===== src/rtl/tdm_mux16_pkg.sv =====
// Shared constants and state encoding for the 16-channel TDM transmitter.
package tdm_mux16_pkg;

  localparam int NCH  = 16;
  localparam int SELW = 4;

  localparam logic [SELW-1:0] LAST_SEL = SELW'(NCH - 1);

  typedef enum logic {
    IDLE = 1'b0,
    SEND = 1'b1
  } state_t;

endpackage


===== src/rtl/tdm_mux16_if.sv =====
// Frame request / parallel data in, serial line and slot status out.
interface tdm_mux16_if;
  import tdm_mux16_pkg::*;

  logic            start;
  logic [NCH-1:0]  din;
  logic            y;
  logic [SELW-1:0] sel;
  logic            frame;
  logic            busy;
  logic            done;

  modport master (output start, din, input y, sel, frame, busy, done);
  modport slave  (input start, din, output y, sel, frame, busy, done);
endinterface


===== src/rtl/tdm_mux16_slot_prescaler.sv =====
// Modulo-DIV slot counter; tick while count==DIV-1, tick_nxt when the next count will be DIV-1.
// No backpressure: clr dominates en.
module slot_prescaler #(
  parameter int DIV = 4
) (
  input  logic clk,
  input  logic rst,
  input  logic clr,
  input  logic en,
  output logic tick,
  output logic tick_nxt
);

  localparam int CW = (DIV > 1) ? $clog2(DIV) : 1;
  localparam logic [CW-1:0] LAST = CW'(DIV - 1);

  logic [CW-1:0] cnt_q, cnt_d;

  always_comb begin
    cnt_d = cnt_q;
    if (clr)
      cnt_d = '0;
    else if (en)
      cnt_d = (cnt_q == LAST) ? '0 : cnt_q + 1'b1;
  end

  always_ff @(posedge clk or posedge rst) begin
    if (rst) cnt_q <= '0;
    else     cnt_q <= cnt_d;
  end

  assign tick     = (cnt_q == LAST);
  assign tick_nxt = (cnt_d == LAST);

endmodule


===== src/rtl/tdm_mux16.sv =====
// 16:1 TDM transmitter: one start edge to first bit, DIV cycles per slot, 16*DIV cycles per frame.
// No backpressure: start is honoured only when idle or on the done cycle, otherwise dropped.
module tdm_mux16
  import tdm_mux16_pkg::*;
#(
  parameter int DIV = 4
) (
  input  logic        clk,
  input  logic        rst,
  tdm_mux16_if.slave  bus
);

  state_t          state_q, state_d;
  logic [NCH-1:0]  shadow_q, shadow_d;
  logic [SELW-1:0] sel_q, sel_d;
  logic            y_q, y_d;
  logic            frame_q, frame_d;
  logic            done_q, done_d;
  logic            tick, tick_nxt;
  logic            pre_clr, pre_en;

  assign pre_clr = (state_q == IDLE);
  assign pre_en  = (state_q == SEND);

  slot_prescaler #(.DIV(DIV)) u_pre (
    .clk      (clk),
    .rst      (rst),
    .clr      (pre_clr),
    .en       (pre_en),
    .tick     (tick),
    .tick_nxt (tick_nxt)
  );

  always_comb begin
    state_d  = state_q;
    shadow_d = shadow_q;
    sel_d    = sel_q;
    case (state_q)
      IDLE: begin
        if (bus.start) begin
          state_d  = SEND;
          shadow_d = bus.din;
          sel_d    = '0;
        end
      end
      SEND: begin
        if (tick) begin
          if (sel_q == LAST_SEL) begin
            // End of frame: a start here chains the next frame with no gap.
            sel_d = '0;
            if (bus.start) shadow_d = bus.din;
            else           state_d  = IDLE;
          end else begin
            sel_d = sel_q + 1'b1;
          end
        end
      end
    endcase

    // Outputs are computed from the next state so they are registered yet aligned.
    y_d     = (state_d == SEND) ? shadow_d[sel_d] : 1'b0;
    frame_d = (state_d == SEND) && (sel_d == '0);
    done_d  = (state_d == SEND) && (sel_d == LAST_SEL) && tick_nxt;
  end

  always_ff @(posedge clk or posedge rst) begin
    if (rst) begin
      state_q  <= IDLE;
      shadow_q <= '0;
      sel_q    <= '0;
      y_q      <= 1'b0;
      frame_q  <= 1'b0;
      done_q   <= 1'b0;
    end else begin
      state_q  <= state_d;
      shadow_q <= shadow_d;
      sel_q    <= sel_d;
      y_q      <= y_d;
      frame_q  <= frame_d;
      done_q   <= done_d;
    end
  end

  assign bus.y     = y_q;
  assign bus.sel   = sel_q;
  assign bus.frame = frame_q;
  assign bus.busy  = (state_q == SEND);
  assign bus.done  = done_q;

endmodule

===== src/flat_wrapper.sv =====
// flat-port wrapper written by rule: the top's interface ports become plain ports
module tdm_mux16_flat import tdm_mux16_pkg::*;
#(
  parameter int DIV = 4
)
  (clk, rst, bus_start, bus_din, bus_y, bus_sel, bus_frame, bus_busy, bus_done);
  tdm_mux16_if bus_i ();
  input  logic clk;
  input  logic rst;
  input wire logic [$bits(bus_i.start)-1:0] bus_start;
  input wire logic [$bits(bus_i.din)-1:0] bus_din;
  output wire logic [$bits(bus_i.y)-1:0] bus_y;
  output wire logic [$bits(bus_i.sel)-1:0] bus_sel;
  output wire logic [$bits(bus_i.frame)-1:0] bus_frame;
  output wire logic [$bits(bus_i.busy)-1:0] bus_busy;
  output wire logic [$bits(bus_i.done)-1:0] bus_done;
  assign bus_i.start = bus_start;
  assign bus_i.din = bus_din;
  assign bus_y = bus_i.y;
  assign bus_sel = bus_i.sel;
  assign bus_frame = bus_i.frame;
  assign bus_busy = bus_i.busy;
  assign bus_done = bus_i.done;
  tdm_mux16 #(.DIV(DIV)) u_core (.clk(clk), .rst(rst), .bus(bus_i));
endmodule

===== config.mk =====
export PLATFORM = sky130hd
export DESIGN_NAME = tdm_mux16_flat
export DESIGN_NICKNAME = d
export VERILOG_FILES = /design/src/rtl/tdm_mux16_pkg.sv /design/src/rtl/tdm_mux16_if.sv /design/src/rtl/tdm_mux16_slot_prescaler.sv /design/src/rtl/tdm_mux16.sv /design/src/flat_wrapper.sv
export SDC_FILE = /design/constraint.sdc
export NUM_CORES = 1
export LEC_CHECK = 0
export ABC_AREA = 1
export BUFFER_PORTS_ARGS = -buffer_cell sky130_fd_sc_hd__buf_2
export CAP_MARGIN = 5
export CORE_MARGIN = 2
export CORE_UTILIZATION = 58
export CTS_CLUSTER_SIZE = 24
export DETAILED_ROUTE_END_ITERATION = 16
export HOLD_SLACK_MARGIN = 0.08
export PLACE_DENSITY = 0.89
export SETUP_SLACK_MARGIN = 0.5
export SYNTH_ARGS = -nofsm -noshare
export SYNTH_HDL_FRONTEND = slang
export SYNTH_SLANG_ARGS = --single-unit
export TNS_END_PERCENT = 5

===== constraint.sdc =====
create_clock -name clk -period 2.9 [get_ports clk]
set_input_delay 0 -clock clk [delete_from_list [all_inputs] [get_ports clk]]
set_output_delay 0 -clock clk [all_outputs]
set_load 0.01 [all_outputs]

* After elaboration in Yosys (flattened, before gate mapping)
Index checks and enable logic that the tools add are counted.
** Word-level totals
- Bits in registers :: 26
- Input port bits :: 19
- Output and inout bits :: 8
- Word-level logic and storage cells :: 36
** Cells by class
- Add/sub/neg operators :: 2
- $lt $le $gt $ge :: 1
- Eq/ne operators :: 4
- Muxes and demuxes :: 17
- Bitwise operators :: 1
- Reductions and logical operators :: 4
** Operators by type and width (number)
- $mux W16 :: 3
- $pmux W16 S2 :: 1
- $mux W4 :: 3
- $eq A4 B4 Y1 const B :: 2
- $pmux W4 S2 :: 1
- $lt A4 B5 Y1 const B :: 1
- $mux W1 :: 5
- $add A4 B1 Y4 const B :: 1
- $bmux W1 S4 :: 1
- $eq A2 B2 Y1 const B :: 2
- $logic_not A4 Y1 :: 1
- $mux W2 :: 2
- $logic_and A1 B1 Y1 :: 3
- $add A2 B1 Y2 const B :: 1
- $pmux W1 S2 :: 1
- $not A1 Y1 :: 1

* Longest topological paths before layout
Gate-level depths: netlist of the first run.
- Depth in word-level cells :: 7
- Depth in mapped cells :: 12
- Mapped depth without buffers :: 12

* By module
A second synthesis of the first run with hierarchy kept.
** Unflattened totals
- Cells, all modules :: 186
- Area, all modules :: 1514.0 um2
** By module, submodules not included
- tdm_mux16 :: times used 1, cells an instance 168, area each 1382.6 um2, seq. area each 600.6 um2
- slot_prescaler :: times used 1, cells an instance 18, area each 131.4 um2, seq. area each 50.0 um2

* Least setup slack after synthesis of the first run
OpenSTA, ideal clock, no wires.
- Path kind :: reg-to-reg
- Start :: register u_core.sel_q[0] (netlist: u_core.bus.sel[0])
- End :: register u_core.y_q (netlist: u_core.bus.y)
- Library setup time :: 0.117 ns
- Data arrival time :: 1.572 ns
- Required time :: 2.783 ns
- Setup slack :: 1.212 ns
- Stages on the path, launching flop included :: 12
- Path buffers :: 1
- Period minus slack after synthesis :: 1.688 ns
- Path through :: dfrtp_1 -> ha_1 -> nand4_1 -> nand2_4 -> nand2_4 -> buf_6 -> nand2_1 -> nand3_1 -> a21oi_1 -> nor2_1 -> nor2_1 -> nor2_1
** On the way
- Cells in the longest elaborated chain, start to end :: 7
- Elaborated cells between the ends (all ways) :: 15
- Those cells by class :: add/sub (1); eq/ne (1); mux (13)
** Ends and longest elaborated chain
- from (decl) :: RTL line tdm_mux16.sv:15 : logic [SELW-1:0] sel_q, sel_d;
- from (signal assigned) :: RTL line tdm_mux16.sv:77 : sel_q <= sel_d;
- $add A4 B1 Y4 or $eq A4 B4 Y1 (tied branches) :: RTL line tdm_mux16.sv:54, tdm_mux16.sv:48
- $mux W4 or $mux W16 (tied branches) :: RTL line tdm_mux16.sv:48 : if (sel_q == LAST_SEL) begin
- $mux W4 or $mux W16 (tied branches) :: RTL line tdm_mux16.sv:47 : if (tick) begin
- $pmux W4 S2 or $pmux W16 S2 (tied branches) :: RTL line tdm_mux16.sv:38 : case (state_q)
- $bmux W1 S4 :: RTL line tdm_mux16.sv:61 : y_d = (state_d == SEND) ? shadow_d[sel_d] : 1'b0;
- $mux W1 (implied by the code) :: RTL line tdm_mux16.sv:61
- $mux W1 * :: RTL line tdm_mux16.sv:61
- named net u_core.y_d :: RTL line tdm_mux16.sv:16 : logic y_q, y_d;
- to (signal assigned) :: RTL line tdm_mux16.sv:78 : y_q <= y_d;
- to (decl) :: RTL line tdm_mux16.sv:16
Mark *: on every way through the listed nets, which the timed path passes. The rest lies on a longest branch. The select of a mux whose other input is x is not followed.

* Worst setup path in the final report of the first run
Ends and elaborated chain as after synthesis.

==> results.yml, run 1 <==
run_status:
  outcome: "finished, final reports clean"
sta:
  finalClockSkew_ns: 0.000717
  fin_tns_setup_ns: 0
  layout_min_cycle_time_ns: 2.11
  rsz0062_at_grt: "false"
  holdWs_ns: 0.140
  slew_violations: 0
  setup-violations-final: 0
  tightest_slew_ns: 0.937
  min_period_over_period: 0.729
  final_hold_viol_count: 0
  max_freq_ghz: 0.473
  slew_headroom: 0.375
job:
  cap_violations: 0
yosys:
  synth_most_common_cell: "nand3_1"
  synth_cell_type_count: 21
  yosysSeqAreaShare: 0.467
  synthAdderAreaFrac: 0.0180
  netlist.area_leader.share: 0.467
  synth-seq-cells: 26
  synth_edf_count: 0
  synth_xor_xnor_area_share: 0.00629
  syn_nets: 194
  synth_top_family_by_area: "simple AND/OR/NAND/NOR gates"
  synth.area.mux_share: 0
  synth_compound_area_frac: 0.0341
  syn_avg_cell_area_um2: 8.05
  synth_cells: 173
  ys.warnings.count: 0
  postSynth.asyncResetShare: 1.00
  synth_top_cells_by_area: "dfrtp_1, nand3_1, nand2_1, inv_1, and2_1"
  synth_simple_gate_area_share: 0.374
  synthFlopType: "dfrtp_1"
  synth_commonest_cells: "nand3_1, nand2_1, dfrtp_1, inv_1, and2_1"
  synth_area_leader_cell: "dfrtp_1"
  synth_area_um2: 1390
floorplan:
  ios: 27
  dieArea_um2: 2810
  initial_core_util: 0.624
  rows: 17
  fp.dieW_um: 53
  fp.coreArea_um2: 2230
  chipHeight_um: 53
final_layout:
  num_antenna_cells: 0
  stdcell_count: 242
  post-route-util: 0.774
  nFillCells: 159
  syn2layout_area_growth_pct: 24.2
  layout.nets: 236
  layout-drive-gt1-share: 0.154
route:
  dr.pass1.iters: 5
  m1WireLength_um: 1390
  drcViolationCount: 0
  dr.max_layer_used: "met4"
  initialDrtViolationCount: 29
  num_vias: 1292
  totalWireLength_um: 3280
  wl_met2_um: 1630
  wl_met3_um: 212
  ant_nets: 0
  wl_per_cell_um: 13.6
  avgViaCountPerCell: 5.34
global_route:
  grt_pass1_wl_um: 5390
  grt-ovfl-total: 0
  grt_max_degree: 27
  grt.total_usage: 0.265
  antenna_found_initial: 0
  grt_pass1_vias: 1245
setup_path:
  reg2reg_depth: 10
  end_kind: "register"
  critical_path_class: "reg -> reg"
  worst_r2r_endpoint: "u_core.bus.y"
  path_max_fanout: 11
  crit_required_ns: 3.15
  cp-start-kind: "register"
  r2r_setup_slack_ns: 0.79
  crit_arrival_ns: 2.37
  reg2reg_from: "u_core.bus.sel[0]"
worst_hold_path:
  min_path_type: "in -> reg"
  min_to: "u_core.shadow_q[9]"
  hold_depth: 3
  hold_start: "bus_start"
power_and_ir_drop:
  p_per_area_nw_per_um2: 340
  ir_worst_vdd_mv: 0.369
  p_leak_nw: 0.896
  total_power_mw: 0.588
placement:
  dpl.hpwl_um: 2150
  place_congestion: 0.842
  port-buffer-count: 26
  dp.cells: 221
cts:
  cts_sinks: 26
  clock_latency_ns: 0.31
  ctsHtreeMaxLevel: 1
  cts_tree: "yes"
  numCtsBuffers: 3
  path_clk_slew_ns: 0.14
  clockRootBuffer: "clkbuf_4"
  cts_buffer_depth: 2
-- metal layers --
metal  vias to the layer above  GRT usage
li1                        636          -
met2                        62      0.458
met4                         0     0.0897
met3                         8     0.0395
met5                         -          0
met1                       586      0.338
-- how the worst max path moves through the flow --
stage | slack (ns) | to | cells after the start | start
global placement | 0.90 | u_core.bus.y | 11 | u_core.bus.sel[0]
detailed placement | 0.77 | u_core.bus.y | 12 | u_core.u_pre.cnt_q[0]
global route | 0.63 | u_core.bus.y | 12 | u_core.u_pre.cnt_q[0]
floorplan | 1.21 | u_core.bus.y | 11 | u_core.bus.sel[0]
CTS | 0.69 | u_core.bus.y | 11 | u_core.bus.sel[0]
finish | 0.79 | u_core.bus.y | 10 | u_core.bus.sel[0]
-- layout by cell type (no fill, tap or decap), drive strengths merged --
master	count
a21oi	4
a31oi	1
and2	12
buf	26
clkbuf	4
dfrtp	26
dlygate4sd3	17
ha	2
inv	26
nand2	34
nand3	37
nand3b	8
nand4	3
nor2	9
nor3	1
o21a	1
o21ai	2
xor2	1
-- flip-flops by register name, summed over array words and instances (netlist names) --
name                count
u_core.u_pre.cnt_q      2
u_core.bus.busy         1
u_core.shadow_q        16
u_core.bus.y            1
u_core.bus.frame        1
u_core.bus.done         1
u_core.bus.sel          4
-- worst max-delay path: stages (launching register included) --
cell     delay, ns
dfrtp_1       0.46
ha_1          0.25
nand3_1       0.10
nand2_1       0.11
a21oi_4       0.30
inv_1         0.21
nand3_1       0.14
a21oi_1       0.08
nor2_1        0.19
nor2_1        0.08
nor2_1        0.13
-- through the flow --
| stage | cell area (µm²) | setup slack, ns |
|---|---|---|
| 2_1_floorplan | 1390 | 1.21 |
| 3_3_place_gp | 1520 | 0.897 |
| 3_5_place_dp | 1520 | 0.766 |
| 4_1_cts | 1720 | 0.687 |
| 5_1_grt | 1730 | 0.630 |
| 6_report | 1730 | 0.785 |
-- power breakdown --
part           total, mW  internal [mW]  switching (mW)
Sequential         0.363          0.363               0
Combinational     0.0434         0.0254          0.0180
Clock              0.182         0.0767           0.105
-- cell families after synthesis --
kind of cell / after synthesis
XOR/XNOR: 1
flip-flops: 26
AO/OA/AOI/OAI: 8
adder cells (fa/ha/maj): 2
buffers and inverters: 32
AND/OR/NAND/NOR: 104
-- cell type report --
class | count | area, µm² | share of cell area
multi-input cells | 115 | 609 | 0.352
well taps | 28 | 35.0 | 0.0203
clock buffers | 4 | 36.3 | 0.0210
repair buffers | 43 | 300 | 0.174
inverters | 26 | 97.6 | 0.0564
flip-flops and latches | 26 | 651 | 0.376
-- timing repair --
item	CTS	global route
setup buffers	0	0
hold buffers	17	0
endpoints found under the setup margin	0	1
endpoints found under the hold margin	42	0
resized for setup	0	1
(Power assumes the default switching activity.)
==> run 2, diff against run 1 <==
--- a/config.mk
+++ b/config.mk
@@ -9,11 +9,11 @@
 export BUFFER_PORTS_ARGS = -buffer_cell sky130_fd_sc_hd__buf_2
 export CAP_MARGIN = 5
 export CORE_MARGIN = 2
-export CORE_UTILIZATION = 58
+export CORE_UTILIZATION = 49
 export CTS_CLUSTER_SIZE = 24
 export DETAILED_ROUTE_END_ITERATION = 16
 export HOLD_SLACK_MARGIN = 0.08
-export PLACE_DENSITY = 0.89
+export PLACE_DENSITY = 0.81
 export SETUP_SLACK_MARGIN = 0.5
 export SYNTH_ARGS = -nofsm -noshare
 export SYNTH_HDL_FRONTEND = slang
==> constraint.sdc (replaced) <==
create_clock -name clk -period 1.9 [get_ports clk]
set_input_delay 0 -clock clk [delete_from_list [all_inputs] [get_ports clk]]
set_output_delay 0 -clock clk [all_outputs]
set_load 0.01 [all_outputs]
==> results.yml, run 2 (synthesis results as in run 1) <==
setup_path:
  path_max_fanout: 8
  path_cells: "ha_4 -> inv_2 -> nor2_1 -> nand2_1 -> a21oi_2 -> buf_4 -> inv_6 -> nand3_1 -> nand3_1 -> nand3_1 -> nand2_1 -> nor2_1 -> nor2_1"
  crit_arrival_ns: 2.07
  cp.buffers_inverters: 3
  end_kind: "register"
  crit_required_ns: 2.14
  cp-start-kind: "register"
  slowest_stage: "dfrtp_1"
  critical_path_class: "reg -> reg"
  cpLargestDelayFamily: "simple AND/OR/NAND/NOR gates"
  cpPeakStageDelay_ns: 0.43
floorplan:
  fp.coreArea_um2: 2730
  rows: 19
  ios: 27
  fp.dieW_um: 57.3
  chipHeight_um: 57.3
  dieArea_um2: 3280
  initial_core_util: 0.509
final_layout:
  nFillCells: 216
  layout_commonest_cell: "nand3_1"
  post-route-util: 0.721
  layout-drive-gt1-share: 0.277
  regMostFlops: "u_core.shadow_q"
  largest_reg_flops: 16
  fin_area_um2: 1970
  final_cell_mix: "nand3_1, nand2_1, buf_2"
  layout.nets: 253
  num_antenna_cells: 0
  syn2layout_area_growth_pct: 41.5
placement:
  pre_cts_slack_ns: 0.0985
  port-buffer-count: 26
  place_congestion: 0.857
  placement.cell_area_um2: 1580
  dpl.hpwl_um: 2120
global_route:
  antenna_found_initial: 0
  grt_max_degree: 27
  grt_pass1_vias: 1315
  grt.total_usage: 0.222
  grt-ovfl-total: 0
  grt_pass1_wl_um: 5690
cts:
  ctsHtreeMaxLevel: 1
  clockRootBuffer: "clkbuf_4"
  cts_buffer_depth: 2
  cts_sinks: 26
  clock_latency_ns: 0.33
  cts_tree: "yes"
  numCtsBuffers: 3
  path_clk_slew_ns: 0.15
route:
  avgViaCountPerCell: 5.32
  num_vias: 1395
  dr.pass1.iters: 4
  totalWireLength_um: 3620
  wl_per_cell_um: 13.8
  initialDrtViolationCount: 90
  ant_nets: 0
  drcViolationCount: 0
power_and_ir_drop:
  ir_worst_vdd_mv: 0.436
  p_leak_nw: 1.02
  p_per_area_nw_per_um2: 514
sta:
  layout_min_cycle_time_ns: 1.82
  fin_tns_setup_ns: 0
  rsz0062_at_grt: "true"
  slew_violations: 0
  fin_ws_ns: 0.0764
  setup-violations-final: 0
  final_hold_viol_count: 0
  finalClockSkew_ns: 0.00963
  tightest_slew_ns: 0.391
  holdWs_ns: 0.201
  min_period_over_period: 0.960
  max_freq_ghz: 0.548
  slew_headroom: 0.738
worst_hold_path:
  min_path_type: "in -> reg"
job:
  cap_violations: 0
run_status:
  outcome: "finished, final reports clean"
==> run 2: changes by cell type in the layout (fill, tap and decap cells not counted), sizes merged <==
cell         previous run  this run
bufinv                  0         1
clkbuf                  4         3
buf                    26        41
dlygate4sd3            17        19
==> run 2: per-stage QoR <==
stage,power (mW),instances
2_1_floorplan,0.584,173
3_3_place_gp,0.607,230
3_5_place_dp,0.608,230
4_1_cts,1.02,257
5_1_grt,1.04,262
6_report,1.01,262
==> run 2: path summary, 6_finish.rpt <==
kind | startpoint | end | slack (ns) | cells past startpoint
setup reg to reg | u_core.u_pre.cnt_q[0] | u_core.bus.y | 0.08 | 13
setup / recovery | u_core.u_pre.cnt_q[0] | u_core.bus.y | 0.08 | 13
max in group asynchronous | rst | u_core.bus.sel[0] | 1.37 | 4
hold / removal | bus_start | u_core.shadow_q[9] | 0.20 | 4
hold reg to reg | u_core.shadow_q[9] | u_core.shadow_q[9] | 0.49 | 2
min in group asynchronous | rst | u_core.bus.busy | 0.24 | 4
==> run 2: cell type report <==
cell class,instances,area [µm²],share of cell area
clock inverters,1,30.0,0.0152
repair buffers,60,453,0.230
well taps,31,38.8,0.0197
clock buffers,3,22.5,0.0114
flip-flops and latches,26,652,0.331
inverters,26,103,0.0521
multi-input cells,115,672,0.341
==> run 2: power by group <==
| group | switching (mW) | leakage [nW] | internal (mW) |
|---|---|---|---|
| clock network | 0.170 | 0.0279 | 0.214 |
| logic | 0.0314 | 0.723 | 0.0446 |
| registers | 0 | 0.269 | 0.553 |
==> run 2: timing repair <==
action	4_1_cts	5_1_grt
gates cloned	0	0
setup endpoints to repair	20	16
hold buffers	19	0
pin swaps	1	12
hold endpoints to repair	43	0
buffers inserted	4	5
gates resized for setup	4	14
==> run 2: worst reg2reg max path, cell delays in order (launching register included) <==
cell	delay (ns)
dfrtp_1	0.43
ha_4	0.18
inv_2	0.04
nor2_1	0.09
nand2_1	0.11
a21oi_2	0.21
buf_4	0.16
inv_6	0.05
nand3_1	0.09
nand3_1	0.10
nand3_1	0.08
nand2_1	0.05
nor2_1	0.10
nor2_1	0.05
==> run 2: layer usage <==
metal  part of all wire  wire length [µm]  track usage
met3              0.054               195       0.0204
met2               0.53              1910        0.406
met5                  0                 0            0
met4              0.019                67       0.0598
met1               0.40              1450        0.281
